## config.mk

```make
export PLATFORM = sky130hd
export DESIGN_NAME = pipe_stage_reg
export DESIGN_NICKNAME = d
export VERILOG_FILES = /design/src/rtl/pipe_stage_reg_pkg.sv /design/src/rtl/pipe_stage_reg_sat_counter.sv /design/src/rtl/pipe_stage_reg.sv
export SDC_FILE = /design/constraint.sdc
export NUM_CORES = 1
export LEC_CHECK = 0
export CORE_MARGIN = 8
export CORE_UTILIZATION = 30
export CTS_CLUSTER_SIZE = 28
export DETAILED_ROUTE_END_ITERATION = 8
export PLACE_DENSITY = 0.49
export SLEW_MARGIN = 30
export SYNTH_ARGS = -nofsm -noshare
export SYNTH_HDL_FRONTEND = slang
export SYNTH_HIERARCHICAL = 1
export SYNTH_SLANG_ARGS = --single-unit
```

## constraint.sdc

```tcl
create_clock -name clk -period 4.2 [get_ports clk]
set_input_delay 0.42 -clock clk [delete_from_list [all_inputs] [get_ports clk]]
set_output_delay 0.42 -clock clk [all_outputs]
set_load 0.01 [all_outputs]
```

## src/rtl/pipe_stage_reg_pkg.sv

```systemverilog
// pipe_pkg: shared parameter defaults and stage-status encoding for pipe_stage_reg
package pipe_pkg;
   localparam int DATA_W_DEF = 32;
   localparam int CNT_W_DEF  = 16;
   typedef enum logic [1:0] {EMPTY, FULL, SKID} stage_t;
endpackage

```

## src/rtl/pipe_stage_reg_sat_counter.sv

```systemverilog
// sat_counter: up-counter that sticks at all-ones instead of wrapping
module sat_counter
   import pipe_pkg::*;
#(
   parameter int CNT_W = CNT_W_DEF
) (
   input  logic             clk,
   input  logic             rst,
   input  logic             inc,
   output logic [CNT_W-1:0] cnt
);
   always_ff @(posedge clk)
      if (rst) cnt <= '0;
      else if (inc && cnt != '1) cnt <= cnt + CNT_W'(1);
endmodule

```

## src/rtl/pipe_stage_reg.sv

```systemverilog
// pipe_stage_reg: valid/ready register slice with flush and stall counter; PIPE_STAGE_SKID_EN adds a skid entry
module pipe_stage_reg
   import pipe_pkg::*;
#(
   parameter int DATA_W = DATA_W_DEF,
   parameter int CNT_W  = CNT_W_DEF
) (
   input  logic              clk,
   input  logic              rst,
   input  logic              in_valid,
   output logic              in_ready,
   input  logic [DATA_W-1:0] in_data,
   output logic              out_valid,
   input  logic              out_ready,
   output logic [DATA_W-1:0] out_data,
   input  logic              flush,
   output logic [CNT_W-1:0]  stall_cnt
);
   stage_t            state, state_n;
   logic [DATA_W-1:0] skid_data;
   logic              xin, xout;
   assign xin  = in_valid & in_ready;
   assign xout = out_valid & out_ready;
`ifdef PIPE_STAGE_SKID_EN
   logic rdy_q;
   always_ff @(posedge clk)
      if (rst) rdy_q <= 1'b0;
      else rdy_q <= state_n != SKID;
   assign in_ready = rdy_q & ~rst & ~flush;
`else
   assign in_ready = ~rst & ~flush & (~out_valid | out_ready);
`endif
   // without the skid entry in_ready blocks FULL->SKID, so one FSM serves both builds
   always_comb begin
      state_n = state;
      case (state)
         EMPTY:   if (xin) state_n = FULL;
         FULL:    if (xin && !xout) state_n = SKID;
                  else if (xout && !xin) state_n = EMPTY;
         SKID:    if (xout) state_n = FULL;
         default: state_n = EMPTY;
      endcase
      if (flush) state_n = EMPTY;
   end
   always_ff @(posedge clk)
      if (rst) begin
         state     <= EMPTY;
         out_valid <= 1'b0;
         out_data  <= '0;
         skid_data <= '0;
      end else begin
         state     <= state_n;
         out_valid <= state_n != EMPTY;
         if (state == SKID) begin
            if (xout) out_data <= skid_data;
         end else if (xin && (state == EMPTY || xout)) out_data <= in_data;
         if (xin && state == FULL && !xout) skid_data <= in_data;
      end
   sat_counter #(.CNT_W(CNT_W)) u_stall (
      .clk (clk),
      .rst (rst),
      .inc (out_valid & ~out_ready),
      .cnt (stall_cnt)
   );
endmodule

```

==> flow_summary.ini <==
[clock_network]
htreeDepth = 3
worst_skew_pair_latency_ns = 0.34
tritoncts.num_buffers = 9
cts_root_buf = clkbuf_16
path_clk_slew_ns = 0.06
post_cts_hold_buffer_count = 0
tritoncts_clock_tree = yes
post_cts_buffers = 0
cts_buffer_depth = 2
cts_resized = 0
cts_num_sinks = 83

[critical_path]
worst_r2r_path_depth = 5
top_delay_family_on_crit_path = simple AND/OR/NAND/NOR gates
cp_num_buf_inv = 2
timing.setup.critical_path_class = in2reg
cp_max_fo = 33
cp_slowest_stage_delay_ns = 0.87
worst_path_max_delay_cell = and2_2
critPathRequiredTime_ns = 4.39
critical_path.reg2reg.startpoint = state[0]
setup.worst_path.end_class = flip-flop
critical_path.reg2reg.endpoint = out_data[30]
cp.depth = 6
worstPathCellList = clkdlybuf4s50_1 -> nor3b_1 -> o21bai_2 -> buf_4 -> and2_2 -> o31ai_1
cp-start-kind = primary input
reg2reg_setup_slack_ns = 1.92
critPathArrivalTime_ns = 2.65

[finish]
final_layout_size_suffix_gt1_share_pct = 12.7
n_fill_cell = 1303
nNetsFinal = 521
fin_cells = 660
antenna_cells = 0
area_growth_pct = 31.7

[sta]
fmaxAchievable_mhz = 408
clock_skew_ns = 0.00745
final-max-slew-violation-count = 0
max_slew_margin_pct = 35.6
total_negative_slack_ns = 0
unrepaired_setup_endpoints_after_global_routing = no
timing_worst_slew_pin_value_ns = 0.966
final_period_minus_worst_setup_slack_ns = 2.45
report.final.hold_viol_count = 0
layout_worst_path_cycle_share_pct = 58.4
setup-violations-final = 0

[grt]
antenna_violations_before_repair = 0
largest_net_degree_at_the_start_of_global_routing = 93
grt_overall_usage_pct = 12.6
grt_first_pass_wirelength_um = 16700
global_route.overflow_total = 0
first_global_vias = 3150

[floorplan]
die_height_um = 130
io_pins = 87
rows = 41
core_region_area_mm2 = 0.0127
initial_utilization_pct = 30.9
die_area_mm2 = 0.0170
dieWidth_um = 130

[synthesis]
syn_avg_cell_area_um2 = 9.39
yosys_warnings = 6
post_synth_inst_count = 417
synth-seq-cells = 83
ys_seq_area_share_pct = 42.4
ys_types = 43
synth_fp_nets = 455
synth_cell_area_mm2 = 0.00392

[outcome]
outcome = finished clean

[placement]
dp_hpwl_um = 7140
place.detailed.instances = 644
finalWeightedCongestion = 0.779
placement.io_buffers = 86

[power]
total_power_uw = 1730
power_per_cell_area_mw_per_mm2 = 336
peakVddDrop_uv = 180
leakage_uw = 0.00189

[worst_hold_path]
min_delay_worst_endpoint = skid_data[27]
hold_critical_path_depth = 2
hold_path.class = reg2reg
worst_hold_startpoint = skid_data[27]

[detailed_routing]
first_pass_iters = 4
route.antenna.remaining_nets = 0
route.detailed.drc = 0
initialDrtViolationCount = 235
drt-total-wl_um = 10800
post_drt_wl_per_cell_um = 16.3
drt_via_density = 5.03
vias = 3317

[run]
cap_violations = 0
## Yosys cell counts (all sizes together)
| cell type | number | area share, % |
|---|---|---|
| o311ai | 1 | 0.22 |
| o41ai | 1 | 0.22 |
| o21ai | 6 | 0.77 |
| and4 | 3 | 0.67 |
| a21oi | 43 | 5.5 |
| nor3 | 6 | 0.77 |
| or4 | 7 | 1.3 |
| dfxtp | 83 | 42 |
| mux2i | 34 | 8.7 |
| o211ai | 1 | 0.19 |
| buf | 16 | 2.6 |
| o311a | 1 | 0.26 |
| nand2 | 72 | 7.0 |
| ha | 1 | 0.32 |
| nand3b | 2 | 0.48 |
| o31ai | 38 | 11 |
| nand3 | 7 | 0.89 |
| or3 | 3 | 0.48 |
| nor2b | 5 | 0.80 |
| o21a | 1 | 0.19 |
| and3 | 2 | 0.32 |
| a22oi | 1 | 0.19 |
| nor4 | 3 | 0.86 |
| nor3b | 2 | 0.67 |
| nor2 | 10 | 0.96 |
| nor4bb | 1 | 0.26 |
| and2 | 1 | 0.16 |
| nand4b | 32 | 7.2 |
| clkbuf | 21 | 2.0 |
| xnor2 | 2 | 0.45 |
| nand2b | 1 | 0.16 |
| mux2 | 1 | 0.29 |
| inv | 4 | 0.38 |
| nand4 | 4 | 1.0 |
| o21bai | 1 | 0.19 |
## cells in the final DEF, fill, tap and decap left out, types with 2 or more instances in the layout
master | netlist | final
clkbuf_8 | 0 | 2
dfxtp_1 | 83 | 83
inv_6 | 0 | 2
and3_1 | 2 | 2
nor4_1 | 2 | 2
nor2b_1 | 5 | 5
nor3_1 | 6 | 6
mux2i_1 | 34 | 34
a21oi_1 | 43 | 43
o31ai_2 | 30 | 30
xnor2_1 | 2 | 2
o21ai_0 | 6 | 6
nand2_1 | 71 | 71
nand4b_1 | 32 | 32
inv_1 | 4 | 4
clkinv_2 | 0 | 2
clkbuf_16 | 0 | 9
clkdlybuf4s50_1 | 0 | 85
buf_4 | 0 | 6
nand4_1 | 3 | 3
nor2_1 | 10 | 10
nand3_1 | 7 | 7
or4_1 | 7 | 7
or3_1 | 3 | 3
o31ai_1 | 8 | 8
and4_1 | 3 | 3
## stage by stage
step	area, um^2	hold slack [ns]	setup WS [ns]	utilization (%)
after floorplan	3920	0.436	2.35	-
after global placement	4860	0.440	1.44	38.4
after detailed placement	4870	0.446	1.42	38.4
after CTS	5150	0.455	1.78	40.7
after global routing	5160	0.469	1.63	40.7
final	5160	0.452	1.75	40.7
## per-layer routing
metal / vias up / part of all wire [%] / track usage (%)
li1: 1663 / - / -
met1: 1570 / 45 / 15.9
met2: 73 / 47 / 19.5
met3: 11 / 6.5 / 3.59
met4: 0 / 1.7 / 5.74
met5: - / 0 / 0
## worst max-delay path by stage
stage | from | to | slack (ns)
floorplan | out_valid | u_stall/cnt[7] | 2.35
global placement | in_valid | out_data[30] | 1.44
detailed placement | in_valid | out_data[29] | 1.42
CTS | in_valid | out_data[29] | 1.78
global route | in_valid | out_data[30] | 1.63
finish | in_valid | out_data[30] | 1.75
## worst register-to-register path: stages (launching register included)
cell and delay, ns:
dfxtp_1 0.49, nor2b_1 0.12, o21bai_2 0.15, buf_4 0.35
and2_2 0.87, o31ai_1 0.16
## cells by family after synthesis
group / after synthesis / synth area share [%]
xor+xnor: 2 / 0.447
simple gates: 161 / 24.0
compound gates: 94 / 18.9
fa+ha+maj: 1 / 0.319
buf+inv: 41 / 5.02
flops: 83 / 42.4
mux: 35 / 8.98
## cell type report
class	instances	area, um^2	area share (%)
clock inverters	5	35.0	0.679
flip-flops and latches	83	1660	32.2
repair buffers	92	907	17.6
clock buffers	11	253	4.90
well taps	172	215	4.17
inverters	4	15.0	0.291
multi-input cells	293	2070	40.2
## registers in the layout (all words and copies together) (netlist names)
name         count
out_data        32
skid_data       32
u_stall/cnt     16
state            2
out_valid        1
## power breakdown
part / leakage, uW / internal, uW / switching [uW] / total, uW
clock: 0.000142 / 435 / 326 / 762
sequential: 0.000671 / 802 / 12.0 / 814
combinational: 0.00108 / 80.8 / 76.8 / 158
Power figures use the tool's default switching activity.
